--- src/rtl/icache_axi_refill_if.sv ---
`default_nettype none
// ============================================================================
//  Module   : icache_axi_refill_if
//  Purpose  : AXI4 read-address and read-data channel bundle used by the
//             ICache refill responder (master) and the memory/crossbar (slave).
//  Revision : 1.0  initial release
// ============================================================================
interface icache_axi_refill_if #(
   parameter int AXI_ID_W = 4
);
   // AR channel
   logic [AXI_ID_W-1:0] arid;
   logic [31:0]         araddr;
   logic [7:0]          arlen;
   logic [2:0]          arsize;
   logic [1:0]          arburst;
   logic [1:0]          arlock;
   logic [3:0]          arcache;
   logic [2:0]          arprot;
   logic                arvalid;
   logic                arready;
   // R channel
   logic [AXI_ID_W-1:0] rid;
   logic [31:0]         rdata;
   logic [1:0]          rresp;
   logic                rlast;
   logic                rvalid;
   logic                rready;

   modport master (
      output arid, araddr, arlen, arsize, arburst, arlock, arcache, arprot,
      output arvalid, rready,
      input  arready, rid, rdata, rresp, rlast, rvalid
   );

   modport slave (
      input  arid, araddr, arlen, arsize, arburst, arlock, arcache, arprot,
      input  arvalid, rready,
      output arready, rid, rdata, rresp, rlast, rvalid
   );
endinterface
`default_nettype wire

--- src/rtl/icache_axi_refill.sv ---
`default_nettype none
// ============================================================================
//  Module   : icache_axi_refill
//  Purpose  : Memory-side responder for ICache line refills. One request
//             becomes one AXI4 read burst of LINE_WORDS beats; the beats are
//             assembled into a full line returned with a one-cycle rvalid.
//  Options  : CRITICAL_WORD_FIRST_EN - WRAP burst starting at the miss word.
//  Revision : 1.0  initial release
// ============================================================================
module icache_axi_refill #(
   parameter int LINE_WORDS = 8,
   parameter int AXI_ID_W   = 4,
   parameter int ARID_VAL   = 0
) (
   input  wire logic                    clk,
   input  wire logic                    rst,
   input  wire logic                    mem_inst_ren_i,
   input  wire logic [31:0]             mem_inst_araddr_i,
   output logic                         mem_inst_rvalid_o,
   output logic [32*LINE_WORDS-1:0]     mem_inst_rdata_o,
   output logic                         refill_err_o,
   output logic                         busy_o,
   icache_axi_refill_if.master          axi
);

   localparam int BEAT_W  = $clog2(LINE_WORDS);
   localparam int OFF_W   = BEAT_W + 2;

   localparam logic [AXI_ID_W-1:0] c_arid = AXI_ID_W'(ARID_VAL);
   localparam logic [BEAT_W-1:0]   c_last = BEAT_W'(LINE_WORDS - 1);
   localparam logic [BEAT_W-1:0]   c_one  = BEAT_W'(1);

   localparam logic [1:0] c_idle = 2'd0;
   localparam logic [1:0] c_ar   = 2'd1;
   localparam logic [1:0] c_r    = 2'd2;
   localparam logic [1:0] c_done = 2'd3;

   logic [1:0]              r_state;
   logic [1:0]              w_next;
   logic [31:0]             r_araddr;
   logic [BEAT_W-1:0]       r_cnt;
   logic                    r_err;
   logic [32*LINE_WORDS-1:0] r_line;
   logic [BEAT_W-1:0]       w_idx;
   logic [31:0]             w_req_addr;
   logic                    w_beat;
   logic                    w_beat_err;
   logic                    w_unused;

   // A beat counts only when it carries our ID; foreign IDs are drained.
   assign w_beat     = axi.rvalid && (axi.rid == c_arid);
   assign w_beat_err = (axi.rresp != 2'b00) || (axi.rlast != (r_cnt == c_last));

`ifdef CRITICAL_WORD_FIRST_EN
   logic [BEAT_W-1:0] r_start;

   // Word-aligned start; beats wrap around the line from the missed word.
   assign w_req_addr = {mem_inst_araddr_i[31:2], 2'b00};
   assign w_idx      = r_start + r_cnt;
   assign w_unused   = ^mem_inst_araddr_i[1:0];
   assign axi.arburst = 2'b10;

   // Remember the critical word so beat k lands at (start + k) mod LINE_WORDS.
   always_ff @(posedge clk) begin
      if (rst)
         r_start <= '0;
      else if (r_state == c_idle && mem_inst_ren_i)
         r_start <= mem_inst_araddr_i[OFF_W-1:2];
   end
`else
   // Line-aligned INCR burst; beat k lands at word k.
   assign w_req_addr = {mem_inst_araddr_i[31:OFF_W], {OFF_W{1'b0}}};
   assign w_idx      = r_cnt;
   assign w_unused   = ^mem_inst_araddr_i[OFF_W-1:0];
   assign axi.arburst = 2'b01;
`endif

   // Fixed AR attributes: full-line burst of 32-bit beats, normal access.
   assign axi.arid    = c_arid;
   assign axi.araddr  = r_araddr;
   assign axi.arlen   = 8'(LINE_WORDS - 1);
   assign axi.arsize  = 3'b010;
   assign axi.arlock  = 2'b00;
   assign axi.arcache = 4'b0000;
   assign axi.arprot  = 3'b000;

   assign mem_inst_rdata_o = r_line;

   // State register.
   always_ff @(posedge clk) begin
      if (rst)
         r_state <= c_idle;
      else
         r_state <= w_next;
   end

   // Next-state: the beat counter alone decides when the burst is complete.
   always_comb begin
      w_next = r_state;
      case (r_state)
         c_idle:  if (mem_inst_ren_i) w_next = c_ar;
         c_ar:    if (axi.arready) w_next = c_r;
         c_r:     if (w_beat && (r_cnt == c_last)) w_next = c_done;
         c_done:  w_next = c_idle;
         default: w_next = c_idle;
      endcase
   end

   // Outputs decoded from state; DONE is the single-cycle line-ready pulse.
   always_comb begin
      axi.arvalid       = (r_state == c_ar);
      axi.rready        = (r_state == c_r);
      mem_inst_rvalid_o = (r_state == c_done);
      refill_err_o      = (r_state == c_done) && r_err;
      busy_o            = (r_state != c_idle);
   end

   // Request latch, beat assembly and error accumulation.
   always_ff @(posedge clk) begin
      if (rst) begin
         r_araddr <= '0;
         r_cnt    <= '0;
         r_err    <= 1'b0;
         r_line   <= '0;
      end else begin
         case (r_state)
            c_idle: begin
               if (mem_inst_ren_i) begin
                  r_araddr <= w_req_addr;
                  r_cnt    <= '0;
                  r_err    <= 1'b0;
               end
            end
            c_r: begin
               if (w_beat) begin
                  r_line[{w_idx, 5'd0} +: 32] <= axi.rdata;
                  r_cnt <= r_cnt + c_one;
                  if (w_beat_err)
                     r_err <= 1'b1;
               end
            end
            default: begin
            end
         endcase
      end
   end

endmodule
`default_nettype wire
--- src/flat_wrapper.sv ---
// flat-port wrapper written by rule: the top's interface ports become plain ports
module icache_axi_refill_flat 
#(
   parameter int LINE_WORDS = 8,
   parameter int AXI_ID_W   = 4,
   parameter int ARID_VAL   = 0
)
  (clk, rst, mem_inst_ren_i, mem_inst_araddr_i, mem_inst_rvalid_o, mem_inst_rdata_o, refill_err_o, busy_o, axi_arid, axi_araddr, axi_arlen, axi_arsize, axi_arburst, axi_arlock, axi_arcache, axi_arprot, axi_arvalid, axi_rready, axi_arready, axi_rid, axi_rdata, axi_rresp, axi_rlast, axi_rvalid);
  icache_axi_refill_if #(.AXI_ID_W(AXI_ID_W)) axi_i ();
  input  wire logic clk;
  input  wire logic rst;
  input  wire logic mem_inst_ren_i;
  input  wire logic [31:0] mem_inst_araddr_i;
  output logic mem_inst_rvalid_o;
  output logic [32*LINE_WORDS-1:0] mem_inst_rdata_o;
  output logic refill_err_o;
  output logic busy_o;
  output wire logic [$bits(axi_i.arid)-1:0] axi_arid;
  output wire logic [$bits(axi_i.araddr)-1:0] axi_araddr;
  output wire logic [$bits(axi_i.arlen)-1:0] axi_arlen;
  output wire logic [$bits(axi_i.arsize)-1:0] axi_arsize;
  output wire logic [$bits(axi_i.arburst)-1:0] axi_arburst;
  output wire logic [$bits(axi_i.arlock)-1:0] axi_arlock;
  output wire logic [$bits(axi_i.arcache)-1:0] axi_arcache;
  output wire logic [$bits(axi_i.arprot)-1:0] axi_arprot;
  output wire logic [$bits(axi_i.arvalid)-1:0] axi_arvalid;
  output wire logic [$bits(axi_i.rready)-1:0] axi_rready;
  input wire logic [$bits(axi_i.arready)-1:0] axi_arready;
  input wire logic [$bits(axi_i.rid)-1:0] axi_rid;
  input wire logic [$bits(axi_i.rdata)-1:0] axi_rdata;
  input wire logic [$bits(axi_i.rresp)-1:0] axi_rresp;
  input wire logic [$bits(axi_i.rlast)-1:0] axi_rlast;
  input wire logic [$bits(axi_i.rvalid)-1:0] axi_rvalid;
  assign axi_arid = axi_i.arid;
  assign axi_araddr = axi_i.araddr;
  assign axi_arlen = axi_i.arlen;
  assign axi_arsize = axi_i.arsize;
  assign axi_arburst = axi_i.arburst;
  assign axi_arlock = axi_i.arlock;
  assign axi_arcache = axi_i.arcache;
  assign axi_arprot = axi_i.arprot;
  assign axi_arvalid = axi_i.arvalid;
  assign axi_rready = axi_i.rready;
  assign axi_i.arready = axi_arready;
  assign axi_i.rid = axi_rid;
  assign axi_i.rdata = axi_rdata;
  assign axi_i.rresp = axi_rresp;
  assign axi_i.rlast = axi_rlast;
  assign axi_i.rvalid = axi_rvalid;
  icache_axi_refill #(.LINE_WORDS(LINE_WORDS), .AXI_ID_W(AXI_ID_W), .ARID_VAL(ARID_VAL)) u_core (.clk(clk), .rst(rst), .mem_inst_ren_i(mem_inst_ren_i), .mem_inst_araddr_i(mem_inst_araddr_i), .mem_inst_rvalid_o(mem_inst_rvalid_o), .mem_inst_rdata_o(mem_inst_rdata_o), .refill_err_o(refill_err_o), .busy_o(busy_o), .axi(axi_i));
endmodule
--- config.mk ---
export PLATFORM = sky130hd
export DESIGN_NAME = icache_axi_refill_flat
export DESIGN_NICKNAME = d
export VERILOG_FILES = /design/src/rtl/icache_axi_refill_if.sv /design/src/rtl/icache_axi_refill.sv /design/src/flat_wrapper.sv
export SDC_FILE = /design/constraint.sdc
export NUM_CORES = 1
export LEC_CHECK = 0
export CAP_MARGIN = 20
export CORE_MARGIN = 2
export CORE_UTILIZATION = 41
export DETAILED_ROUTE_END_ITERATION = 16
export HOLD_SLACK_MARGIN = 0.06
export PLACE_DENSITY_LB_ADDON = 0.3
export SLEW_MARGIN = 5
export SYNTH_ARGS = -nofsm -noshare
export SYNTH_HDL_FRONTEND = slang
export SYNTH_SLANG_ARGS = --single-unit
--- constraint.sdc ---
create_clock -name clk -period 2.4 [get_ports clk]
set_input_delay 0.48 -clock clk [delete_from_list [all_inputs] [get_ports clk]]
set_output_delay 0.48 -clock clk [all_outputs]
set_load 0.1 [all_outputs]
==> summary.md, run 1 <==
| Metric | Value |
|---|---|
| Final setup viols | `0` |
| Final Hold Vio Count | `0` |
| Final worst path period need | `between 2000 and 2500 ps` |
| Crit. End Element | `flip-flop` |
| Fin. max-slew vios | `0` |
| Initial antenna violation count | `0` |
| Fmax | `between 400 and 500 MHz` |
| Routed WL | `~35 mm` |
| Largest net degree at the start of global routing | `75` |
| Inserted Clock Buffers | `30` |
| Synth Cell Area | `between 10000 and 15000 µm²` |
| Clock-pin transition on the worst setup and hold timing paths | `~60 ps` |
| Primary FF master, synth | `dfxtp_1` |
| Max-Cap Viols | `0` |
| Number of synthesized flops with an enable pin | `0` |
| Postcts setup bufs | `0` |
| Design Area, Final | `about 16000 µm²` |
| Root Driver | `clkbuf_16` |
| Io pins | `slightly below 400` |
| Syn Area/Cell | `between 9 and 10 µm²` |
| Post-Syn Instances | `around 1300` |
| Min-delay worst type | `input pin to flip-flop` |
| Worst r2r path cells | `9` |
| Worst slack at placement | `-414 ps` |
| First-pass GRT wire length | `approximately 53 mm` |
| # nets final | `1679` |
| Hpwl dp | `24.9 mm` |
| Total grt overflow | `0` |
| Hold path depth | `2` |
| CTS tree | `built` |
| Leak Pwr | `between 0.006 and 0.007 µW` |
| Clock buffer depth | `3` |
| Gpl congestion | `about 0.80` |
| Worst clock skew | `20.4 ps` |
| CP arrival | `about 2700 ps` |
| DRC | `0` |
| CP max stage cell | `dfxtp_1` |
| Antenna viol nets, final | `0` |
| Register area share after synthesis | `roughly 50%` |
| Setup CP Type | `flip-flop to flip-flop` |
| Core area | `between 20000 and 30000 µm²` |
| RSZ-0062 raised after global routing | `false` |
| Pwr/cell area | `between 700 and 800 nW/µm²` |
| Die ar. | `around 29000 µm²` |
| Max Fanout on Critical Path | `23` |
| Die Width | `~170 µm` |
| Rows | `60` |
| Tot GR Track Use | `approximately a quarter` |
| Yosys cell types | `33` |
| Initial core utilization | `between 40% and 50%` |
| WL/cell | `~18 µm` |
| # diodes | `0` |
| Later-pin clock latency in the skew report | `approximately 560 ps` |
| WP depth | `9` |
| Status | `finished clean` |
| Cell chain of the critical path | `inv_1 > ha_1 > ha_1 > nand2b_1 > buf_4 > nor3_1 > and2_2 > buf_12 > mux2i_1` |
| Via count | `9920` |
| Placed Area | `around 15000 µm²` |
| WP data required | `around 2900 ps` |
| Number of global-route vias before repair | `~9400` |
| Top delay family on crit path | `simple AND/OR/NAND/NOR gates` |
| CP max stage delay | `~380 ps` |
| Most frequent cells in the layout | `buf_4 (320), dfxtp_1 (289), nand2_1 (252)` |
| Worst setup SP type | `flip-flop` |
| Max VDD drop | `roughly 0.44 mV` |
| Clk sinks | `289` |
| Starting DRC count in detailed routing | `around 540` |
| Cell mode on critical path | `ha_1` |
| I/O Buffers | `358` |
| Final Worst Setup Slack | `140 ps` |
| Die height | `170 µm` |
| Synth-to-Final Area Change | `37.4%` |
| Drt first pass iters | `5` |
| Final worst path period share | `94.2%` |
| Async SR Flop Fraction | `0%` |
| Avg Vias per Cell | `approximately 5.1` |
| YS warnings | `0` |
| CP bufs+invs | `3` |
| Most common cell after layout, fill and taps aside | `buf_4` |
| H-tree depth | `1` |
| Yosys reg bits | `a little under 300` |
| Fraction of layout cells with a size suffix above 1 | `24.0%` |
[final timing paths]
| kind | to | from | slack (ps) |
|---|---|---|---|
| worst max-delay path | u_core.mem_inst_rdata_o[64] | u_core.r_cnt[1] | 140 |
| worst min-delay path | u_core.mem_inst_rdata_o[104] | rst | 420 |
| worst max register to register | u_core.mem_inst_rdata_o[64] | u_core.r_cnt[1] | 140 |
| worst min register to register | u_core.mem_inst_rdata_o[62] | u_core.mem_inst_rdata_o[62] | 450 |
[flip-flops by register name, summed over array words and instances, names as in the netlist]
name,cells
u_core.mem_inst_rdata_o,256
u_core.axi.araddr,27
u_core.r_cnt,3
u_core.r_state,2
u_core.r_err,1
[power breakdown]
group / total, µW / switching, µW / internal (µW)
Sequential: 4950 / 55.5 / 4900
Combinational: 2010 / 1540 / 469
Clock: 4360 / 1920 / 2440
[final cells by class]
cell class                 instances  area (µm²)
fill                            2429       11500
sequential                       289        5790
multi-input combinational        863        5040
timing repair buffer             403        3370
clock buffer                      46         851
tap                              341         427
clock inverter                     9        62.6
inverter                           7        26.3
[through the flow]
stage                     hold WS [ps]  total power (µW)  std cells  util (%)  TNS, ps
after global placement             440              7050       1902      54.1   -43240
after CTS                          413             11400       1957      57.5        0
after floorplan                    487              6580       1283         -        0
after global routing               452             11700       1958      57.6        0
final                              422             11300       1958      57.6        0
after detailed placement           445              7070       1902      54.1   -45140
[cell usage after synthesis, types with 5 or more instances]
| cell type | instances | share of area [%] |
|---|---|---|
| o21ai_1 | 11 | 0.49 |
| nor2_1 | 10 | 0.33 |
| nor3_1 | 5 | 0.22 |
| nand2b_1 | 131 | 7.2 |
| nand2_1 | 253 | 8.4 |
| buf_4 | 31 | 2.1 |
| dfxtp_1 | 289 | 51 |
| clkbuf_1 | 71 | 2.4 |
| mux2i_1 | 101 | 8.9 |
| and2_1 | 5 | 0.28 |
| nand3b_1 | 99 | 6.6 |
| ha_1 | 9 | 0.99 |
| a21oi_1 | 91 | 4.0 |
| buf_2 | 17 | 0.75 |
| inv_1 | 7 | 0.23 |
| o21ai_0 | 93 | 4.1 |
[timing repair]
item / 4_1_cts / 5_1_grt
endpoints found under the hold margin: 0 / 0
hold buffers: 0 / 0
setup endpoints to repair: 0 / 1
resized for setup: 0 / 1
[routing by layer]
metal | wire length [µm] | GRT usage, % | vias up
met1 | 15900 | 32.1 | 4718
met3 | 2610 | 5.02 | 62
met4 | 961 | 7.17 | 0
met5 | 0 | 0 | -
met2 | 15800 | 36.6 | 355
li1 | - | - | 4785
[worst register-to-register path: cells and delay by family (launching register included)]
kind / cells / cell delay [ps]
fa+ha+maj: 2 / 510
buf+inv: 3 / 460
flops: 1 / 380
mux: 1 / 240
simple gates: 3 / 590
[kinds of logic after synthesis]
logic type,count (synthesis),share of synthesized area [%]
AND/OR/NAND/NOR,524,24.5
flip-flops,289,51.1
AO/OA/AOI/OAI,197,8.75
buffers and inverters,131,5.62
multiplexers,101,8.92
adder cells (fa/ha/maj),9,0.994
other,2,0.0663
XOR/XNOR,1,0.0773
Note: power is estimated with default switching activity, not from simulation.
==> run 2: changes to the inputs <==
Settings changed: CTS_CLUSTER_DIAMETER set to 60, GPL_TIMING_DRIVEN set to 0.
==> run 2 against run 1 <==
Sequential share of layout area fell by 1.9 points. Non-clock buffer count rose by 86. Clock-buffer cell count fell by 5. Clock skew rose by 9.5 ps. Combinational power barely moved. Final cell count rose by 4.5%. First-iteration DRC count rose by 23%. Utilization rose by 3.1 points. Total power rose by 7.1%.
==> summary.md, run 2 (synthesized netlist as in run 1, its figures left out) <==
| Metric | Value |
|---|---|
| Status | `finished clean (unchanged)` |
| Avg Vias per Cell | `5.04 (was 5.07)` |
| Final setup viols | `0 (unchanged)` |
| Placed Area | `15400 µm² (was 14600 µm²)` |
| Clock buffer depth | `3 (unchanged)` |
| Starting DRC count in detailed routing | `659 (was 535)` |
| Design Area, Final | `16400 µm² (was 15600 µm²)` |
| Hold buffers post-CTS | `0 (unchanged)` |
| Max-Cap Viols | `0 (unchanged)` |
| Via count | `10319 (was 9920)` |
| Tot GR Track Use | `26.0% (was 23.3%)` |
| H-tree depth | `1 (unchanged)` |
| # nets final | `1766 (was 1679)` |
| Initial core utilization | `41.9% (unchanged)` |
| Die Width | `170 µm (unchanged)` |
| Fillers | `2494 (was 2429)` |
| Final worst path period share | `97.2% (was 94.2%)` |
| Most frequent cells in the layout | `dfxtp_1 (288), dlygate4sd2_1 (283), nand2_1 (253) (was buf_4 (320), dfxtp_1 (289), nand2_1 (252))` |
| Root Driver | `clkbuf_16 (unchanged)` |
| WL/cell | `19.3 µm (was 18.0 µm)` |
| Inserted Clock Buffers | `31 (was 30)` |
| Antenna viol nets, final | `0 (unchanged)` |
| Synth-to-Final Area Change | `44.8% (was 37.4%)` |
| Clk sinks | `289 (unchanged)` |
| Worst clock skew | `29.9 ps (was 20.4 ps)` |
| DRC | `0 (unchanged)` |
| Fraction of layout cells with a size suffix above 1 | `8.62% (was 24.0%)` |
| Min-delay worst type | `flip-flop to flip-flop (was input pin to flip-flop)` |
| WP data required | `2840 ps (was 2870 ps)` |
| CP arrival | `2770 ps (was 2730 ps)` |
| Rows | `60 (unchanged)` |
| Least-Margin Pin Slew | `1050 ps` |
| Worst setup SP type | `input pin (was flip-flop)` |
| Max reg flops | `256 (unchanged)` |
| # diodes | `0 (unchanged)` |
| CTS tree | `built (unchanged)` |
| Routed WL | `39.4 mm (was 35.3 mm)` |
| Placed Instances | `1981 (was 1902)` |
| Gpl congestion | `0.817 (was 0.803)` |
| Pwr/cell area | `739 nW/µm² (was 727 nW/µm²)` |
| Later-pin clock latency in the skew report | `590 ps (was 560 ps)` |
| Final cell count without fillers | `2046 (was 1958)` |
| Io pins | `395 (unchanged)` |
| Hpwl dp | `29.4 mm (was 24.9 mm)` |
| Drt first pass iters | `5 (unchanged)` |
| Core area | `27000 µm² (unchanged)` |
| Initial antenna violation count | `0 (unchanged)` |
| Largest net degree at the start of global routing | `17 (was 75)` |
| Leak Pwr | `0.00748 µW (was 0.00646 µW)` |
| Total grt overflow | `0 (unchanged)` |
| Die ar. | `29000 µm² (unchanged)` |
| Setup CP Type | `input pin to flip-flop (was flip-flop to flip-flop)` |
| Most common cell after layout, fill and taps aside | `dfxtp_1 (was buf_4)` |
| Fin Setup TNS | `0 ps (unchanged)` |
| I/O Buffers | `357 (was 358)` |
| Fin. max-slew vios | `0 (unchanged)` |
| Final Hold Vio Count | `0 (unchanged)` |
| Max VDD drop | `0.461 mV (was 0.445 mV)` |
| First-pass GRT wire length | `58.6 mm (was 53.3 mm)` |
| Max Fanout on Critical Path | `10 (was 23)` |
| Fmax | `428 MHz (was 442 MHz)` |
| Final worst path period need | `2330 ps (was 2260 ps)` |
| Die height | `170 µm (unchanged)` |
| Slew HR | `30.0%` |
| Number of global-route vias before repair | `9998 (was 9403)` |
| Crit. End Element | `flip-flop (unchanged)` |
| Clock-pin transition on the worst setup and hold timing paths | `60 ps (about the same)` |
==> run 2: changes by cell type in the layout (fill, tap and decap cells not counted), sizes merged <==
cell	delta
clkbuf	+63
bufinv	+5
buf	-268
dlygate4sd2	+283
clkinvlp	+2
clkdlybuf4s15	+3
==> run 2: power by group <==
| group | switching [µW] | internal, µW |
|---|---|---|
| combinational | 1590 | 454 |
| sequential | 52.5 | 4900 |
| clock | 2030 | 3100 |
==> run 2: final cells by class <==
| cell class | count | area [µm²] | share of cell area (%) |
|---|---|---|---|
| buffer | 123 | 691 | 4.21 |
| clock inverter | 16 | 229 | 1.40 |
| timing repair buffer | 366 | 3280 | 20.0 |
| tap | 341 | 427 | 2.60 |
| sequential | 289 | 5790 | 35.3 |
| multi-input combinational | 863 | 5090 | 31.0 |
| inverter | 7 | 30.0 | 0.183 |
| clock buffer | 41 | 873 | 5.32 |
==> run 2: worst max-delay path: stages <==
cell and delay, ps:
clkdlybuf4s50_1 460, or4_4 560, clkbuf_4 190, or4_4 540, buf_4 180, buf_6 150, mux2i_1 150, nor2_1 50
==> run 2: path summary, 6_finish.rpt <==
| path | slack [ps] | depth (start not counted) | startpoint | to |
|---|---|---|---|---|
| min reg2reg | 450 | 2 | u_core.mem_inst_rdata_o[28] | u_core.mem_inst_rdata_o[28] |
| min | 450 | 2 | u_core.mem_inst_rdata_o[28] | u_core.mem_inst_rdata_o[28] |
| max reg2reg | 70 | 10 | u_core.r_cnt[0] | u_core.mem_inst_rdata_o[116] |
| max | 70 | 8 | axi_rid[1] | u_core.mem_inst_rdata_o[116] |
==> run 2: routing by layer <==
layer | vias up | track usage, % | wire, µm
met2 | 393 | 43.8 | 18600
li1 | 4944 | - | -
met4 | 0 | 6.54 | 831
met3 | 56 | 6.23 | 2930
met1 | 4926 | 33.6 | 17100
met5 | - | 0 | 0
==> run 2: per-stage QoR <==
step / worst slack [ps] / power (µW) / hold WS (ps) / util, %
after CTS: 4.98 / 12200 / 440 / 60.4
after detailed placement: -824 / 7160 / 445 / 57.1
after global placement: -797 / 7130 / 439 / 57.1
final: 66.1 / 12100 / 449 / 60.7
after global routing: -5.92 / 12500 / 463 / 60.7
after floorplan: 52.3 / 6580 / 487 / -
==> run 2: what timing repair did <==
item / CTS / global route
gates resized for setup: 332 / 32
setup endpoints to repair: 524 / 165
buffers inserted: 7 / 2
pin swaps: 4 / 0
==> run 3: changes to the inputs <==
Settings changed: GPL_ROUTABILITY_DRIVEN set to 0.
==> results of run 3 <==
No change in the layout: final DEF, timing and power equal those of run 2.
